`src/rtl/duc_pkt_framer_pkg.sv`:
```
// Shared types and default widths for the DUC packet framer.
package duc_pkt_framer_pkg;

    localparam int ITEM_W_DEF = 32;
    localparam int TIME_W_DEF = 64;
    localparam int LEN_W_DEF  = 16;
    localparam int RATE_W_DEF = 11;

    typedef enum logic {
        IDLE = 1'b0,
        RUN  = 1'b1
    } state_t;

    typedef struct packed {
        logic [TIME_W_DEF-1:0] ts;
        logic                  has_time;
        logic                  eob;
        logic [LEN_W_DEF-1:0]  len;
    } hdr_t;

endpackage

```
`src/rtl/axi_fifo_flop2.sv`:
```
// Single registered AXI-stream stage; advances whenever the consumer is ready,
// so a stalled consumer freezes the held beat and stops intake.
module axi_fifo_flop2 #(
    parameter int WIDTH = 32
) (
    input  logic             clk,
    input  logic             rst_n,
    input  logic [WIDTH-1:0] s_tdata,
    input  logic             s_tvalid,
    output logic             s_tready,
    output logic [WIDTH-1:0] m_tdata,
    output logic             m_tvalid,
    input  logic             m_tready
);

    logic [WIDTH-1:0] data_reg;
    logic             valid_reg;

    assign s_tready = m_tready;
    assign m_tdata  = data_reg;
    assign m_tvalid = valid_reg;

    always_ff @(posedge clk or negedge rst_n) begin
        if (!rst_n) begin
            data_reg  <= '0;
            valid_reg <= 1'b0;
        end else if (m_tready) begin
            valid_reg <= s_tvalid;
            if (s_tvalid) begin
                data_reg <= s_tdata;
            end
        end
    end

endmodule

```
`src/rtl/duc_pkt_framer.sv`:
```
// Frames the interpolated DUC sample stream into packets of cfg_spp samples,
// carrying per-packet timestamp, has_time and end-of-burst sideband.
module duc_pkt_framer
    import duc_pkt_framer_pkg::*;
#(
    parameter int ITEM_W = ITEM_W_DEF,
    parameter int TIME_W = TIME_W_DEF,
    parameter int LEN_W  = LEN_W_DEF,
    parameter int RATE_W = RATE_W_DEF
) (
    input  logic              ce_clk,
    input  logic              ce_rst_n,
    input  logic [LEN_W-1:0]  cfg_spp,
    input  logic [RATE_W-1:0] cfg_interp,
    input  logic [TIME_W-1:0] s_hdr_time,
    input  logic              s_hdr_has_time,
    input  logic              s_hdr_eob,
    input  logic [LEN_W-1:0]  s_hdr_len,
    input  logic              s_hdr_tvalid,
    output logic              s_hdr_tready,
    input  logic [ITEM_W-1:0] s_tdata,
    input  logic              s_tvalid,
    output logic              s_tready,
    output logic [ITEM_W-1:0] m_tdata,
    output logic              m_tlast,
    output logic              m_tvalid,
    input  logic              m_tready,
    output logic [TIME_W-1:0] m_time,
    output logic              m_has_time,
    output logic              m_eob
);

    localparam int TOT_W = LEN_W + RATE_W;
    localparam int PAY_W = ITEM_W + TIME_W + 3;

    state_t            state_reg, state_next;
    logic              armed_reg;
    logic [TOT_W-1:0]  remaining_reg;
    logic [LEN_W-1:0]  cnt_reg;
    logic [LEN_W-1:0]  spp_reg;
    logic [TIME_W-1:0] time_reg;
    logic              has_time_reg;
    logic              eob_reg;

    hdr_t              hdr;
    logic [TOT_W-1:0]  total;
    logic [TOT_W:0]    pkt_rem;
    logic              hdr_fire;
    logic              push;
    logic              out_ready;
    logic              beat_last;
    logic              beat_eob;
    logic [PAY_W-1:0]  payload;
    logic [PAY_W-1:0]  stage_out;

    assign hdr = '{ts: s_hdr_time, has_time: s_hdr_has_time, eob: s_hdr_eob, len: s_hdr_len};
    assign total = TOT_W'(hdr.len) * TOT_W'(cfg_interp);

    assign hdr_fire = s_hdr_tvalid & s_hdr_tready;
    assign push     = s_tvalid & s_tready;

    assign beat_last = (cnt_reg == spp_reg - LEN_W'(1)) || (remaining_reg == TOT_W'(1));
    // Remaining count at the start of the current packet decides whether it is the final one.
    assign pkt_rem  = {1'b0, remaining_reg} + {{(RATE_W + 1){1'b0}}, cnt_reg};
    assign beat_eob = eob_reg && (pkt_rem <= {{(RATE_W + 1){1'b0}}, spp_reg});

    assign payload = {beat_eob, has_time_reg, time_reg, beat_last, s_tdata};

    always_ff @(posedge ce_clk or negedge ce_rst_n) begin
        if (!ce_rst_n) begin
            state_reg <= IDLE;
        end else begin
            state_reg <= state_next;
        end
    end

    always_comb begin
        state_next   = state_reg;
        s_hdr_tready = 1'b0;
        s_tready     = 1'b0;
        case (state_reg)
            IDLE: begin
                s_hdr_tready = armed_reg;
                if (armed_reg && s_hdr_tvalid && (total != '0)) begin
                    state_next = RUN;
                end
            end
            RUN: begin
                s_tready = out_ready && (remaining_reg != '0);
                // Stay in RUN until the final beat has left the output register.
                if ((remaining_reg == '0) && m_tvalid && m_tready && m_tlast) begin
                    state_next = IDLE;
                end
            end
            default: state_next = IDLE;
        endcase
    end

    always_ff @(posedge ce_clk or negedge ce_rst_n) begin
        if (!ce_rst_n) begin
            armed_reg     <= 1'b0;
            remaining_reg <= '0;
            cnt_reg       <= '0;
            spp_reg       <= '0;
            time_reg      <= '0;
            has_time_reg  <= 1'b0;
            eob_reg       <= 1'b0;
        end else begin
            armed_reg <= 1'b1;
            if (hdr_fire) begin
                remaining_reg <= total;
                cnt_reg       <= '0;
                spp_reg       <= (cfg_spp == '0) ? LEN_W'(1) : cfg_spp;
                time_reg      <= hdr.ts;
                has_time_reg  <= hdr.has_time;
                eob_reg       <= hdr.eob;
            end else if (push) begin
                remaining_reg <= remaining_reg - TOT_W'(1);
                if (beat_last) begin
                    cnt_reg  <= '0;
                    time_reg <= time_reg + TIME_W'(cnt_reg) + TIME_W'(1);
                end else begin
                    cnt_reg <= cnt_reg + LEN_W'(1);
                end
            end
        end
    end

    axi_fifo_flop2 #(
        .WIDTH(PAY_W)
    ) u_out (
        .clk     (ce_clk),
        .rst_n   (ce_rst_n),
        .s_tdata (payload),
        .s_tvalid(push),
        .s_tready(out_ready),
        .m_tdata (stage_out),
        .m_tvalid(m_tvalid),
        .m_tready(m_tready)
    );

    assign {m_eob, m_has_time, m_time, m_tlast, m_tdata} = stage_out;

endmodule

```
`config.mk`:
```
export PLATFORM = sky130hd
export DESIGN_NAME = duc_pkt_framer
export DESIGN_NICKNAME = d
export VERILOG_FILES = /design/src/rtl/duc_pkt_framer_pkg.sv /design/src/rtl/axi_fifo_flop2.sv /design/src/rtl/duc_pkt_framer.sv
export SDC_FILE = /design/constraint.sdc
export NUM_CORES = 1
export LEC_CHECK = 0
export BUFFER_PORTS_ARGS = -buffer_cell sky130_fd_sc_hd__buf_2
export CORE_MARGIN = 5
export CORE_UTILIZATION = 50
export DETAILED_ROUTE_END_ITERATION = 16
export GPL_TIMING_DRIVEN = 0
export PLACE_DENSITY = 0.71
export REMOVE_ABC_BUFFERS = 1
export SLEW_MARGIN = 30
export SYNTH_ARGS = -nofsm -noshare
export SYNTH_HDL_FRONTEND = slang
export SYNTH_HIERARCHICAL = 1
export SYNTH_SLANG_ARGS = --single-unit
```
`constraint.sdc`:
```
create_clock -name ce_clk -period 9.7 [get_ports ce_clk]
set_input_delay 0.97 -clock ce_clk [delete_from_list [all_inputs] [get_ports ce_clk]]
set_output_delay 0.97 -clock ce_clk [all_outputs]
set_load 0.05 [all_outputs]
```
# [Word level (Yosys, flattened, before mapping)]
# Index checks and enable logic that the tools add are counted.
[classes] add_sub_neg=6 mul=1 order_cmp=1 n_eq_ne=2 muxes=14 n_bitwise=3 reduce_logical=16
[op_table] operator="2-to-1 mux 64 bit" n=3
[op_table] operator="adder 64 x 1 -> 64 bit (second input constant)" n=1
[op_table] operator="adder 64 x 16 -> 64 bit" n=1
[op_table] operator="2-to-1 mux 16 bit" n=4
[op_table] operator="2-to-1 mux 27 bit" n=2
[op_table] operator="nonzero test 27 bit" n=2
[op_table] operator="adder 27 x 16 -> 28 bit" n=1
[op_table] operator="less-or-equal comparator 28 x 16 -> 1 bit" n=1
[op_table] operator="equality test 27 x 1 -> 1 bit (second input constant)" n=1
[op_table] operator="logical NOT 27 bit" n=1
[op_table] operator="multiplier 16 x 11 -> 27 bit" n=1
[op_table] operator="subtractor 27 x 1 -> 27 bit (second input constant)" n=1
[op_table] operator="adder 16 x 1 -> 16 bit (second input constant)" n=1
[op_table] operator="equality test 16 bit" n=1
[op_table] operator="logical NOT 16 bit" n=1
[op_table] operator="subtractor 16 x 1 -> 16 bit (second input constant)" n=1
[op_table] operator="logical AND 1 bit" n=7
[op_table] operator="2-to-1 mux 1 bit" n=4
[op_table] operator="AND reduction 2 bit" n=2
[op_table] operator="nonzero test 2 bit" n=2
[op_table] operator="AND 1 bit" n=2
[op_table] operator="one-hot mux 1 bit (2 select lines)" n=1
[op_table] operator="logical OR 1 bit" n=1
[op_table] operator="NOT 1 bit" n=1
[totals] register_bits=227 elab_cells=53

# [Depth between registers and ports, before layout]
# Gate-level depths: netlist of run 1.
[logic_depth] word_depth=6 depth_mapped=23

# [Modules after synthesis]
# Netlist of run 1, hierarchy kept.
[by_module_without_submodules] mod="duc_pkt_framer" instances=1 cells_per_inst=1796 area_per_inst_um2=15013.1
[by_module_without_submodules] mod="axi_fifo_flop2" instances=1 cells_per_inst=213 area_per_inst_um2=3782.4

# [Least setup slack after synthesis of run 1]
# Ideal clock, no wire load.
[synth_timing] path_kind="input to register" startpoint="input s_hdr_len[6]" endpoint="register state_reg" setup_time_ns=0.131 arrival_ns=6.295 path_slack_ns=3.274 cell_stages=21 cell_sequence="clkbuf_1 -> and2_1 -> fa_1 -> fa_1 -> fa_1 -> fa_1 -> inv_1 -> fa_1 -> inv_1 -> ha_1 -> clkbuf_1 -> a21oi_1 -> o21ai_0 -> a22oi_1 -> nand3_1 -> a2111oi_0 -> nor2b_1 -> a211o_1 -> a21oi_1 -> xnor2_1 -> a31oi_1"
[synth_via] elab_chain_len=5
[synth_lines] element="start: declaration" line_no="duc_pkt_framer.sv:18" text="input logic [LEN_W-1:0] s_hdr_len,"
[synth_lines] element="multiplier 16 x 11 -> 27 bit" line_no="duc_pkt_framer.sv:57" text="assign total = TOT_W'(hdr.len) * TOT_W'(cfg_interp);"
[synth_lines] element="nonzero test 27 bit" line_no="duc_pkt_framer.sv:84" text="if (armed_reg && s_hdr_tvalid && (total != '0)) begin"
[synth_lines] element="logical AND 1 bit" line_no="duc_pkt_framer.sv:84"
[synth_lines] element="2-to-1 mux 1 bit" line_no="duc_pkt_framer.sv:84"
[synth_lines] element="one-hot mux 1 bit (2 select lines)" line_no="duc_pkt_framer.sv:81" text="case (state_reg)"
[synth_lines] element="via state_next" line_no="duc_pkt_framer.sv:36" text="state_t state_reg, state_next;"
[synth_lines] element="end signal: assignment" line_no="duc_pkt_framer.sv:73" text="state_reg <= state_next;"
[synth_lines] element="end: declaration" line_no="duc_pkt_framer.sv:36"
# The timed path passes the listed nets, and every way through them passes these cells.
# A chain may end at the register's enable or synchronous reset.

# [Worst setup path in the final report of run 1]
[layout_timing] startpoint="input cfg_interp[7]" endpoint="register state_reg"
[layout_via] elab_chain_len=5
[layout_lines] element="start: declaration" line_no="duc_pkt_framer.sv:14" text="input logic [RATE_W-1:0] cfg_interp,"
[layout_lines] element="multiplier 16 x 11 -> 27 bit" line_no="duc_pkt_framer.sv:57"
[layout_lines] element="nonzero test 27 bit" line_no="duc_pkt_framer.sv:84"
[layout_lines] element="logical AND 1 bit" line_no="duc_pkt_framer.sv:84"
[layout_lines] element="2-to-1 mux 1 bit" line_no="duc_pkt_framer.sv:84"
[layout_lines] element="one-hot mux 1 bit (2 select lines)" line_no="duc_pkt_framer.sv:81"
[layout_lines] element="via state_next" line_no="duc_pkt_framer.sv:36"
# The timed path passes the listed nets, and every way through them passes these cells.

==> results of run 1 <==
-- area by class of cell --
| cell class | count | area [sq um] |
|---|---|---|
| clock inverter | 10 | 168 |
| inverter | 204 | 766 |
| multi-input combinational | 1491 | 11900 |
| sequential | 227 | 5680 |
| tap | 511 | 639 |
| fill | 3299 | 16200 |
| timing repair buffer | 254 | 1380 |
| clock buffer | 31 | 646 |
| antenna | 4 | 10.0 |
-- worst paths after layout --
kind | slack (ns) | endpoint | cells after the start | start
worst min register to register | 0.47 | has_time_reg | 2 | has_time_reg
worst max-delay path | 3.26 | state_reg | 21 | cfg_interp[7]
max in group asynchronous | 8.51 | u_out/m_tdata[91] | 2 | ce_rst_n
worst min-delay path | 0.38 | time_reg[9] | 1 | ce_rst_n
worst max register to register | 4.71 | u_out/m_tdata[98] | 19 | cnt_reg[0]
min in group ce_clk | 0.47 | has_time_reg | 2 | has_time_reg
-- worst register-to-register path, cell delays in order, from the launching register on --
cell and delay [ns]:
dfrtp_1 0.50, ha_1 0.27, fa_1 0.40, a21o_1 0.19, a21oi_1 0.28, o21ai_0 0.20
and3_1 0.22, or3_1 0.34, a31oi_1 0.22, xnor2_1 0.14, ha_1 0.26, a21o_1 0.17
a21oi_1 0.20, nand2_1 0.06, o21ai_0 0.29, nand4_1 0.15, a2111oi_0 0.45, nand4_1 0.17
a211oi_1 0.25, mux2_2 0.19
-- metal layers --
layer  vias to the layer above  global-route usage (%)
li1                       7163                       -
met1                      7350                    28.2
met2                       410                    39.4
met3                        82                    3.08
met4                         4                    7.06
met5                         -                       0
-- through the flow --
step	cell area, sq um	hold WS (ns)	power (uW)	cells	worst slack, ns
floorplan	18300	0.442	4650	1922	3.50
global placement	20200	0.456	5470	2680	2.63
detailed placement	20400	0.467	5600	2687	2.73
CTS	21200	0.378	6580	2728	3.29
global route	21200	0.412	7130	2731	2.97
finish	21200	0.378	6550	2732	3.26
-- synth_stat cells, types with 10 or more instances --
master	instances	area share, %
nand2_1	252	5.0
dfrtp_1	227	30
inv_1	204	4.1
fa_1	127	14
ha_1	117	7.8
o21ai_0	115	3.1
mux2_2	99	5.9
nor2_1	94	1.9
and2_1	88	2.9
xnor2_1	75	3.5
a21oi_1	72	1.9
clkbuf_1	68	1.4
xor2_1	59	2.7
nand3_1	54	1.4
nand4_1	36	1.2
and3_1	35	1.2
a21o_1	21	0.84
mux2i_1	20	1.1
nor3_1	20	0.53
o21ai_1	18	0.48
nand2b_1	12	0.40
a31oi_1	10	0.33
clkbuf_8	10	0.73
nor2b_1	10	0.33
nor4_1	10	0.33
or3_1	10	0.33
-- logic make-up (layout without fill, tap and decap cells) --
logic type / count (synthesis) / in the layout / share of synthesized area, %
compound gates: 319 / 319 / 10.3
xor+xnor: 134 / 134 / 6.24
fa+ha+maj: 244 / 244 / 21.3
buf+inv: 291 / 499 / 6.54
flops: 227 / 227 / 30.2
mux: 119 / 119 / 7.00
other cells: 1 / 5 / 0.0200
simple gates: 674 / 674 / 18.4
-- power breakdown --
part           switching (uW)  total, uW  internal (uW)
logic                    2430       3930           1500
clock network             379        955            576
registers                 360       1670           1310
==> flow_summary_export.csv, run 1 <==
group,metric,value,unit
floorplanning,core-area,0.0374,sq mm
timing,fin_crit,6.44,ns
finish,largest_reg_flops,99,
timing,hold_violations,0,
placed_design,dp_hpwl,36100,um
floorplanning,pin_count,248,
finish,nNetsFinal,2591,
timing,slew_violations,0,
drt,wl_met1,20100,um
worst_setup_path,worstPathCellList,"buf_2, nand2_1, fa_1, inv_1, fa_1, fa_1, fa_1, inv_1, fa_1, inv_1, ha_1, a21oi_1, o21ai_0, a22oi_1, nand3_1, a2111oi_0, nor2b_1, a211o_1, a21oi_1, xnor2_1, a31oi_1",
logic_synthesis,synth_ff_type,"dfrtp_1",
drt,drt_iter0_markers,805,
logic_synthesis,synth-seq-cells,227,
power,ir_drop,0.157,mV
logic_synthesis,synth_area_per_cell,9.36,sq um
power,cellPowerDensity,309,mW/mm^2
global_routing,grt_pass1_wl,77000,um
drt,drc_errors,0,
drt,highest_layer,"met5",
logic_synthesis,yosys_warnings,6,
logic_synthesis,ys_seq_area_share,30.2,%
worst_setup_path,max_stage_delay,0.61,ns
floorplanning,rows,71,
worst_setup_path,cp_slowest_cell,"a2111oi_0",
clocking,cts_resized,0,
floorplanning,die_w,204,um
worst_setup_path,path_max_fanout,16,
clocking,clock_path_buffers,3,
finish,final_common_cell,"nand2_1",
power,leakage,0.00998,uW
clocking,cts_buffers,23,
logic_synthesis,synth_cells,2009,
drt,totalWireLength,46900,um
logic_synthesis,ys_async_sr_fraction,100,%
worst_setup_path,cp-start-kind,"primary input",
worst_hold_path,min_path_type,"primary input to async pin",
floorplanning,die_h,204,um
worst_setup_path,crit_buf_inv,4,
worst_setup_path,worst_setup_path_end_kind,"flip-flop",
drt,drt-wirelength-per-cell,17.2,um
worst_setup_path,required,10.11,ns
floorplanning,design.die.area,0.0416,sq mm
status,status,"complete, no violations",
floorplanning,initial_core_util,50.3,%
clocking,postCtsHoldBufs,0,
drt,via_per_inst,5.49,
worst_setup_path,cpMostUsedCell,"fa_1",
finish,layout-drive-gt1-share,19.2,%
clocking,insertion_delay,0.54,ns
placed_design,portBuffers,247,
worst_setup_path,critical_path_arrival,6.85,ns
timing,fin_setup_tns,0,ns
drt,vias,15009,
global_routing,grt_pass1_vias,15766,
logic_synthesis,synth_edf_count,0,
finish,mostFrequentLayoutCells,"nand2_1, buf_2, dfrtp_1",
global_routing,grt_use_total,22.2,%
clocking,post_cts_buffers,0,
placed_design,globalplace.congestion,0.908,
timing,slew_headroom,34.9,%
drt,drtPass1Iterations,5,
worst_setup_path,critical_path.top_delay_family,"adder cells",
drt,drtAntennaViolNets,0,
finish,area_growth,12.9,%
global_routing,antenna_found_initial,5,
global_routing,grt_overflow,0,
clocking,cts_root_buffer,"clkbuf_16",
clocking,htree_levels,1,
finish,fin_util,56.7,%
clocking,cts.sinks,227,
timing,fmax,155,MHz
global_routing,grt_start_max_net_pins,101,
timing,final.setup_skew,0.0125,ns
logic_synthesis,syn_area,0.0188,sq mm
timing,setup_viol_count_final,0,
timing,rsz0062_at_grt,"no",
worst_setup_path,critical_path_class,"primary input to flip-flop",
drt,wl_met3,2590,um
timing,fin_crit_sh,66.4,%
clocking,tritoncts,"done",
timing,tightestPinTransition,0.972,ns
drt,routed-wl-met2,23000,um
job,drv_cap,0,
logic_synthesis,yosysUniqueCellTypes,72,
clocking,cts.clk_slew.worst_paths,0.06,ns
No activity file was read; power rests on OpenSTA's default activity.
==> run 2: changes to the inputs <==
PLACE_DENSITY = 0.73   (was 0.71)
clock period = 5.7 ns   (was 9.7 ns; I/O delays follow)
==> run 2 against run 1 <==
Power rose by 74%. Worst hold slack got worse by 0.12 ns. Largest power group unchanged. Highest routed layer unchanged. Critical path depth is 1 lower. Flip-flop and latch count did not move.
==> flow_summary_export.csv, run 2 (synthesis results as in run 1) <==
group,metric,value,unit
status,status,"complete, no violations",
clocking,clock_path_buffers,3,
worst_hold_path,min_path_type,"primary input to flip-flop",
drt,vias,15193,
clocking,cts.clk_slew.worst_paths,0.07,ns
clocking,cts_buffers,22,
global_routing,grt_pass1_vias,15739,
worst_setup_path,crit_start,"cfg_interp[10]",
floorplanning,die_w,204,um
global_routing,grt_start_max_net_pins,101,
timing,final.setup_skew,0.0130,ns
finish,num-fill-cells,3200,
power,power_switching,5590,uW
worst_setup_path,required,6.09,ns
finish,final_common_cell,"nand2_1",
global_routing,met3_usage,3.49,%
power,leakage,0.00999,uW
drt,drc_errors,0,
power,p_seq_share,25.1,%
floorplanning,die_h,204,um
worst_setup_path,r2r_end,"u_out/m_tdata[98]",
placed_design,portBuffers,247,
job,drv_cap,0,
power,cellPowerDensity,534,mW/mm^2
worst_setup_path,critical_path_arrival,5.97,ns
global_routing,top_usage_layer,"met2",
drt,totalWireLength,47700,um
placed_design,dp_hpwl,36700,um
worst_setup_path,reg2reg_depth,19,
finish,layout-drive-gt1-share,19.9,%
timing,hold_violations,0,
finish,nNetsFinal,2592,
timing,tightestPinTransition,0.933,ns
timing,finalWorstSetupSlack,0.123,ns
finish,area_growth,13.4,%
drt,via_per_inst,5.56,
floorplanning,pin_count,248,
power,power_frac_comb,61.4,%
timing,fin_setup_tns,0,ns
floorplanning,rows,71,
power,ir_drop,0.316,mV
worst_setup_path,r2r_setup_slack,0.59,ns
drt,drt_iter0_markers,1100,
worst_setup_path,worst_setup_path_end_kind,"flip-flop",
global_routing,met2_usage,39.4,%
timing,fin_crit_sh,97.8,%
global_routing,grt_use_total,22.6,%
global_routing,grt_pass1_wl,78300,um
worst_setup_path,r2r-start,"cnt_reg[0]",
power,clkPwrFrac,13.5,%
power,cellInternalPower,5790,uW
drt,drtAntennaViolNets,0,
worst_setup_path,critical_path_class,"primary input to flip-flop",
timing,slew_violations,0,
clocking,post_cts_buffers,0,
clocking,tritoncts,"done",
timing,fmax,179,MHz
global_routing,antenna_found_initial,5,
floorplanning,initial_core_util,50.3,%
drt,drt-wirelength-per-cell,17.4,um
drt,drtPass1Iterations,5,
clocking,cts.sinks,227,
placed_design,globalplace.congestion,0.898,
power,swShare,49.1,%
finish,largest_reg_flops,99,
floorplanning,design.die.area,0.0416,sq mm
worst_setup_path,cp-start-kind,"primary input",
global_routing,use_met1,29.2,%
placed_design,pre_cts_ws,-0.836,ns
clocking,cts_root_buffer,"clkbuf_16",
clocking,htree_levels,1,
worst_setup_path,endpoint,"state_reg",
global_routing,grt_overflow,0,
clocking,insertion_delay,0.51,ns
timing,fin_crit,5.58,ns
finish,mostFrequentLayoutCells,"nand2_1, buf_2, dfrtp_1",
timing,slew_headroom,37.8,%
floorplanning,core-area,0.0374,sq mm
worst_setup_path,path_max_fanout,16,
timing,setup_viol_count_final,0,
[run 2: cell count changes in the layout (fill, tap and decap cells not counted), sizes merged]
| cell | delta |
|---|---|
| clkbuf | +2 |
| inv | +2 |
| clkinv | +2 |
| bufinv | -1 |
| buf | -6 |
| clkinvlp | +1 |
| dlygate4sd3 | +1 |
[run 2: worst max-delay path, cell delays in order]
cell and delay [ns]:
clkbuf_4 0.20, and2_1 0.19, fa_1 0.50, fa_1 0.52
fa_1 0.52, fa_1 0.54, inv_1 0.05, fa_1 0.52
inv_1 0.04, ha_2 0.34, a21oi_2 0.18, o21ai_0 0.20
a22oi_2 0.26, nand3_2 0.14, a2111oi_4 0.36, nor2b_2 0.10
a211o_1 0.29, a21oi_2 0.15, xnor2_1 0.16, a31oi_1 0.11
[run 2: area by class of cell]
type / count / area (sq um) / area share (%)
repair buffers: 256 / 1450 / 6.81
diodes: 4 / 10.0 / 0.0469
well taps: 511 / 639 / 3.00
clock buffers: 26 / 586 / 2.75
multi-input cells: 1491 / 12000 / 56.3
flip-flops and latches: 227 / 5680 / 26.6
clock inverters: 14 / 175 / 0.822
inverters: 204 / 766 / 3.59
[run 2: power by group through the flow]
| stage | Clock [uW] | Sequential (uW) | Combinational (uW) |
|---|---|---|---|
| 6_report | 1540 | 2860 | 6980 |
| 2_1_floorplan | 0 | 3750 | 4170 |
| 3_3_place_gp | 0 | 2840 | 6470 |
| 5_1_grt | 1640 | 2950 | 7760 |
| 4_1_cts | 1570 | 2850 | 6770 |
| 3_5_place_dp | 0 | 2870 | 6680 |
[run 2: how the worst min path moves through the flow]
stage                         startpoint                 to  cells past startpoint
after CTS                 s_hdr_has_time       has_time_reg                      3
after detailed placement        ce_rst_n  u_out/m_tdata[34]                      1
after global routing      s_hdr_has_time       has_time_reg                      3
after floorplan                 ce_rst_n          armed_reg                      0
final                     s_hdr_has_time       has_time_reg                      3
after global placement      has_time_reg       has_time_reg                      2
[run 2: repair_timing]
action                                  CTS  global route
resized for setup                         9            25
hold buffers                              1             0
hold endpoints to repair                 23             0
pin swaps                                 0             3
endpoints found under the setup margin    2             4
[run 2: stage by stage]
step	cell area (sq um)	utilization (%)	std cells	total power, uW	hold WS (ns)
floorplan	18300	-	1922	7920	0.274
global placement	20200	54.0	2680	9310	0.456
detailed placement	20400	54.6	2688	9550	0.419
CTS	21200	56.7	2729	11200	0.245
global route	21300	57.0	2731	12300	0.267
finish	21300	57.0	2733	11400	0.261
[run 2: per-layer routing]
layer	routed length, um	vias up
met5	34	-
met4	1240	6
met3	3290	88
met2	23100	533
met1	20000	7408
li1	-	7158
